==> config.mk <==
export PLATFORM = sky130hd
export DESIGN_NAME = alu_share_arb
export DESIGN_NICKNAME = d
export VERILOG_FILES = /design/src/rtl/alu_pkg.sv /design/src/rtl/alu_arb_pick.sv /design/src/rtl/alu_share_arb.sv
export SDC_FILE = /design/constraint.sdc
export NUM_CORES = 1
export LEC_CHECK = 0
export BUFFER_PORTS_ARGS = -buffer_cell sky130_fd_sc_hd__buf_4
export CORE_AREA = 2 2 239 241
export CTS_CLUSTER_DIAMETER = 120
export CTS_CLUSTER_SIZE = 28
export DETAILED_ROUTE_END_ITERATION = 10
export DIE_AREA = 0 0 241 243
export GPL_TIMING_DRIVEN = 1
export PLACE_DENSITY = 0.32
export SLEW_MARGIN = 20
export SYNTH_ARGS = -nofsm -noshare
export SYNTH_HDL_FRONTEND = slang
export SYNTH_SLANG_ARGS = --single-unit
==> constraint.sdc <==
create_clock -name clk -period 2.5 [get_ports clk]
set_clock_uncertainty 0.15 [all_clocks]
set_input_delay 0.25 -clock clk [delete_from_list [all_inputs] [get_ports clk]]
set_output_delay 0.25 -clock clk [all_outputs]
set_load 0.005 [all_outputs]
==> src/rtl/alu_pkg.sv <==
// Shared ALU definitions: alu_control opcodes and requester identifiers.
package alu_pkg;

  localparam logic [3:0] ALU_AND  = 4'b0000;
  localparam logic [3:0] ALU_OR   = 4'b0001;
  localparam logic [3:0] ALU_ADD  = 4'b0010;
  localparam logic [3:0] ALU_SLL  = 4'b0101;
  localparam logic [3:0] ALU_SUB  = 4'b0110;
  localparam logic [3:0] ALU_SLTU = 4'b1010;
  localparam logic [3:0] ALU_SLT  = 4'b1011;
  localparam logic [3:0] ALU_XOR  = 4'b1111;

  typedef enum logic {
    REQ_S = 1'b0,
    REQ_V = 1'b1
  } req_id_e;

endpackage

==> src/rtl/alu_arb_pick.sv <==
// Winner select between scalar and vector requesters, plus the vector starvation counter.
module alu_arb_pick
  import alu_pkg::*;
#(
  parameter int unsigned PRIO_SCALAR = 1,
  parameter int unsigned STARVE_MAX  = 8
) (
  input  logic    clk,
  input  logic    rst_n,
  input  logic    flush,
  input  logic    s_valid,
  input  logic    v_valid,
  input  logic    issue,
  input  req_id_e last_grant,
  output req_id_e winner,
  output logic    conflict
);

  localparam int unsigned CNT_W = $clog2(STARVE_MAX + 1);

  logic [CNT_W-1:0] starve_cnt;
  logic             starved;

  assign conflict = s_valid & v_valid;
  assign starved  = (starve_cnt == CNT_W'(STARVE_MAX));

  always_comb begin
    winner = REQ_S;
    if (conflict) begin
      if (PRIO_SCALAR != 0) winner = starved ? REQ_V : REQ_S;
      else                  winner = (last_grant == REQ_S) ? REQ_V : REQ_S;
    end else if (v_valid) begin
      winner = REQ_V;
    end
  end

  // Counts consecutive conflict cycles that V actually lost to S.
  always_ff @(posedge clk) begin
    if (!rst_n || flush) begin
      starve_cnt <= '0;
    end else if (!v_valid || (issue && winner == REQ_V)) begin
      starve_cnt <= '0;
    end else if (conflict && issue && winner == REQ_S && !starved) begin
      starve_cnt <= starve_cnt + CNT_W'(1);
    end
  end

endmodule

==> src/rtl/alu_share_arb.sv <==
// Shares one scalar ALU between the scalar EX stage and the vector unit with a single result slot.
// Optional ALU_SHARE_ARB_PERF_EN adds grant/conflict/stall performance counters.
module alu_share_arb
  import alu_pkg::*;
#(
  parameter int unsigned XLEN        = 64,
  parameter int unsigned TAGW        = 5,
  parameter int unsigned PRIO_SCALAR = 1,
  parameter int unsigned STARVE_MAX  = 8
) (
  input  logic            clk,
  input  logic            rst_n,
  input  logic            flush,
  input  logic            s_req_valid,
  output logic            s_req_ready,
  input  logic [3:0]      s_req_op,
  input  logic [XLEN-1:0] s_req_a,
  input  logic [XLEN-1:0] s_req_b,
  input  logic [TAGW-1:0] s_req_tag,
  input  logic            v_req_valid,
  output logic            v_req_ready,
  input  logic [3:0]      v_req_op,
  input  logic [XLEN-1:0] v_req_a,
  input  logic [XLEN-1:0] v_req_b,
  input  logic [TAGW-1:0] v_req_tag,
  output logic            s_rsp_valid,
  input  logic            s_rsp_ready,
  output logic [XLEN-1:0] s_rsp_data,
  output logic [TAGW-1:0] s_rsp_tag,
  output logic            v_rsp_valid,
  input  logic            v_rsp_ready,
  output logic [XLEN-1:0] v_rsp_data,
  output logic [TAGW-1:0] v_rsp_tag,
  output logic [3:0]      alu_control,
  output logic [XLEN-1:0] alu_a,
  output logic [XLEN-1:0] alu_b,
  input  logic [XLEN-1:0] alu_result
`ifdef ALU_SHARE_ARB_PERF_EN
  ,
  output logic [31:0]     perf_s_grants,
  output logic [31:0]     perf_v_grants,
  output logic [31:0]     perf_conflicts,
  output logic [31:0]     perf_stalls
`endif
);

  logic            res_valid;
  req_id_e         owner;
  req_id_e         last_grant;
  req_id_e         winner;
  logic [XLEN-1:0] res_data;
  logic [TAGW-1:0] res_tag;
  logic            any_valid;
  logic            conflict;
  logic            owner_ready;
  logic            slot_free;
  logic            issue;

  assign any_valid   = s_req_valid | v_req_valid;
  assign owner_ready = (owner == REQ_S) ? s_rsp_ready : v_rsp_ready;
  assign slot_free   = !res_valid || owner_ready;
  assign issue       = rst_n && slot_free && !flush && any_valid;

  alu_arb_pick #(
    .PRIO_SCALAR (PRIO_SCALAR),
    .STARVE_MAX  (STARVE_MAX)
  ) u_pick (
    .clk        (clk),
    .rst_n      (rst_n),
    .flush      (flush),
    .s_valid    (s_req_valid),
    .v_valid    (v_req_valid),
    .issue      (issue),
    .last_grant (last_grant),
    .winner     (winner),
    .conflict   (conflict)
  );

  // Request handshake and ALU operand steering for the current winner.
  always_comb begin
    s_req_ready = 1'b0;
    v_req_ready = 1'b0;
    alu_control = 4'b0000;
    alu_a       = '0;
    alu_b       = '0;
    if (issue) begin
      if (winner == REQ_S) begin
        s_req_ready = 1'b1;
        alu_control = s_req_op;
        alu_a       = s_req_a;
        alu_b       = s_req_b;
      end else begin
        v_req_ready = 1'b1;
        alu_control = v_req_op;
        alu_a       = v_req_a;
        alu_b       = v_req_b;
      end
    end
  end

  // Result slot: a new issue overwrites a draining result without a bubble.
  always_ff @(posedge clk) begin
    if (!rst_n) begin
      res_valid  <= 1'b0;
      owner      <= REQ_S;
      last_grant <= REQ_V;
      res_data   <= '0;
      res_tag    <= '0;
    end else if (flush) begin
      res_valid <= 1'b0;
    end else if (issue) begin
      res_valid  <= 1'b1;
      owner      <= winner;
      last_grant <= winner;
      res_data   <= alu_result;
      res_tag    <= (winner == REQ_S) ? s_req_tag : v_req_tag;
    end else if (res_valid && owner_ready) begin
      res_valid <= 1'b0;
    end
  end

  assign s_rsp_valid = res_valid && (owner == REQ_S);
  assign v_rsp_valid = res_valid && (owner == REQ_V);
  assign s_rsp_data  = res_data;
  assign v_rsp_data  = res_data;
  assign s_rsp_tag   = res_tag;
  assign v_rsp_tag   = res_tag;

`ifdef ALU_SHARE_ARB_PERF_EN
  always_ff @(posedge clk) begin
    if (!rst_n) begin
      perf_s_grants  <= '0;
      perf_v_grants  <= '0;
      perf_conflicts <= '0;
      perf_stalls    <= '0;
    end else begin
      if (issue && winner == REQ_S) perf_s_grants <= perf_s_grants + 32'd1;
      if (issue && winner == REQ_V) perf_v_grants <= perf_v_grants + 32'd1;
      if (issue && conflict)        perf_conflicts <= perf_conflicts + 32'd1;
      if (any_valid && !slot_free)  perf_stalls <= perf_stalls + 32'd1;
    end
  end
`endif

endmodule
==> flow_metrics.env <==
export IMPL_outcome="finished with violations"
export IMPL_violations="setup timing"
export IMPL_ir_drop_mv=0.297
export IMPL_avgSynthCellArea_um2=6.87
export IMPL_initial_core_util_pct=8.88
export IMPL_grt_max_degree=71
export IMPL_min_path_cells=3
export IMPL_p_per_area_mw_per_mm2=370
export IMPL_hpwlAfterDp_um=37000
export IMPL_placed_area_mm2=0.0102
export IMPL_layout_common_cells="buf_4 (633), nand2_1 (140), nor2_1 (129)"
export IMPL_die_y_um=243
export IMPL_hold_start="v_req_tag[1]"
export IMPL_num_rows=87
export IMPL_crit_slowest_cell="a22oi_2"
export IMPL_yosys_area_top_type="dfxtp_1"
export IMPL_clk_pin_slew_worst_paths_ns=0.06
export IMPL_ys_seq_elements=75
export IMPL_core_mm2=0.0560
export IMPL_pin_count=619
export IMPL_grt_overflow=0
export IMPL_synth_area_mm2=0.00497
export IMPL_drive_gt1_share_pct=61.1
export IMPL_rsz0062_at_grt="true"
export IMPL_slew_headroom_pct=41.4
export IMPL_swShare_pct=30.2
export IMPL_fin_nets=1695
export IMPL_syn_inst=723
export IMPL_grt_pass1_wl_um=58900
export IMPL_crit_path_end_kind="primary output"
export IMPL_layout_setup_ws_ns=-0.122
export IMPL_p_seq_share_pct=29.7
export IMPL_routedWlPerCell_um=21.9
export IMPL_htree_levels=3
export IMPL_synth_distinct_cells=29
export IMPL_fmax_mhz=381
export IMPL_dieArea_mm2=0.0586
export IMPL_cts_buffer_depth=2
export IMPL_clkSinkCount=75
export IMPL_drcViolationCount=0
export IMPL_cp_slowest_stage_delay_ns=0.35
export IMPL_dr_pass1_iters=5
export IMPL_combPwrFrac_pct=38.1
export IMPL_final_area_mm2=0.0124
export IMPL_grt_use_total_pct=14.5
export IMPL_finalCritPeriodShare_pct=105
export IMPL_grt_pass1_vias=7463
export IMPL_die_w_um=241
export IMPL_drv_slew=0
export IMPL_area_growth_pct=150
export IMPL_crit_reg2reg_launch="u_pick.starve_cnt[1]"
export IMPL_async_flop_share_pct=0
export IMPL_timing_critical_path_from_type="flip-flop"
export IMPL_yosysSeqAreaShare_pct=30.2
export IMPL_cts_buffers=9
export IMPL_clkPwrFrac_pct=32.2
export IMPL_drt_initial_drc_count=254
export IMPL_clkLatencyLatePin_ns=0.36
export IMPL_synth_area_top_cells="dfxtp_1 (30%), a22oi_1 (21%), buf_4 (11%)"
export IMPL_cp_max_fo=8
export IMPL_routed_via_density=3.66
export IMPL_root_buffer="clkbuf_16"
export IMPL_ys_warn_count=0
export IMPL_drv_cap=0
export IMPL_synth_nets=1070
export IMPL_portBuffers=618
export IMPL_final_antenna_net_count=0
export IMPL_setup_violations_final=41
export IMPL_power_net_switching_mw=1.39
export IMPL_synth_edff_count=0
export IMPL_layout_commonest_cell="buf_4"
export IMPL_required_ns=2.10
export IMPL_synthFlopType="dfxtp_1"
export IMPL_path_cells="inv_2 -> ha_4 -> nand3b_1 -> buf_4 -> o21a_4 -> buf_12 -> buf_12 -> a22oi_2 -> nor2_2 -> buf_4"
export IMPL_worstReg2RegEnd="s_rsp_tag[0]"
export IMPL_antenna_found_initial=6
export IMPL_r2r_slack_ns=0.54
export IMPL_cp_arrival_ns=2.22
export IMPL_hold_end="s_rsp_tag[1]"
export IMPL_synth_top_area_share_pct=30.2
export IMPL_p_int_mw=3.22
export IMPL_vias=7716
export IMPL_holdWs_ns=0.0582
export IMPL_hold_class="in -> reg"
export IMPL_reg2reg_depth=9
export IMPL_gp_congestion=1.11
export IMPL_critPathKind="reg -> out"
export IMPL_leakagePower_nw=5.57
export IMPL_wl_um=46100
export IMPL_cts_tree="built"
export IMPL_finalHoldViolCount=0
export IMPL_worst_slew_pin_slew_ns=0.880
export IMPL_finalCriticalPeriod_ns=2.62
metal layers:
metal | GRT usage, % | up-vias | routed length [µm]
met5 | 0 | - | 49
met4 | 3.70 | 8 | 861
met3 | 2.60 | 43 | 2490
met2 | 24.3 | 302 | 22200
met1 | 18.9 | 3669 | 20500
li1 | - | 3694 | -
cells by family after synthesis:
| kind of cell | after synthesis | synth area share (%) |
|---|---|---|
| adder cells (fa/ha/maj) | 2 | 0.504 |
| AND/OR/NAND/NOR | 289 | 22.7 |
| AO/OA/AOI/OAI | 217 | 29.3 |
| multiplexers | 1 | 0.201 |
| flip-flops | 75 | 30.2 |
| buffers and inverters | 139 | 17.1 |
final cells by class:
| class | count | area, µm² |
|---|---|---|
| tap | 756 | 946 |
| fill | 6371 | 43500 |
| antenna | 1 | 2.50 |
| clock buffer | 11 | 243 |
| timing repair buffer | 750 | 6420 |
| sequential | 75 | 1500 |
| inverter | 3 | 11.3 |
| multi-input combinational | 509 | 3230 |
| clock inverter | 5 | 85.1 |
flip-flops by register name, indices dropped and copies added, names as in the netlist:
| register | flops |
|---|---|
| s_rsp_data | 64 |
| owner | 1 |
| s_rsp_tag | 5 |
| res_valid | 1 |
| u_pick.starve_cnt | 4 |
per-stage QoR:
stage | power (mW) | std cells | setup slack, ns | util (%) | setup TNS [ns]
after global placement | 2.82 | 1997 | 0.163 | 18.2 | 0
after CTS | 4.55 | 2094 | -0.0568 | 20.7 | -0.641
final | 4.61 | 2110 | -0.122 | 22.2 | -1.01
after detailed placement | 2.82 | 1997 | 0.141 | 18.2 | 0
after global routing | 4.85 | 2110 | -0.186 | 22.2 | -13.19
after floorplan | 1.86 | 723 | 0.544 | - | 0
worst max-delay path, delay by kind of cell (launching register included):
kind,cells,cell delay (ns)
AO/OA/AOI/OAI,2,0.57
AND/OR/NAND/NOR,2,0.18
flip-flops,1,0.33
adder cells (fa/ha/maj),1,0.12
buffers and inverters,5,0.67
power by group through the flow:
stage	clock network [mW]	registers, mW	logic [mW]
after floorplan	0	1.37	0.493
after global placement	0	1.39	1.43
after detailed placement	0	1.40	1.43
after CTS	1.58	1.37	1.60
after global routing	1.60	1.38	1.87
final	1.48	1.37	1.76
how the worst max path moves through the flow:
stage | end | start | slack [ns] | depth (start not counted)
2_1_floorplan | alu_b[54] | u_pick.starve_cnt[0] | 0.54 | 8
5_1_grt | alu_a[8] | u_pick.starve_cnt[1] | -0.19 | 11
3_5_place_dp | alu_b[39] | u_pick.starve_cnt[0] | 0.14 | 9
4_1_cts | alu_b[39] | u_pick.starve_cnt[0] | -0.06 | 10
3_3_place_gp | alu_b[39] | u_pick.starve_cnt[0] | 0.16 | 9
6_report | alu_a[50] | u_pick.starve_cnt[1] | -0.12 | 10
repair_timing:
action	CTS	global route
endpoints found under the setup margin	125	128
hold buffers	64	0
resized for setup	44	118
pin swaps	7	69
endpoints found under the hold margin	64	0
cloned	4	12
setup buffers	13	4
cells in the mapped netlist, types with 2 or more instances:
master and instances:
buf_2 34, buf_1 2, nor2b_1 3, clkbuf_1 23, a21oi_1 6, nand2_1 141, buf_4 76, o21ai_0 50
o21ai_1 16, nor2_1 134, a22oi_1 137, o22ai_1 6, inv_1 3, dfxtp_1 75, ha_1 2, and3_1 2
Power figures use the tool's default switching activity.
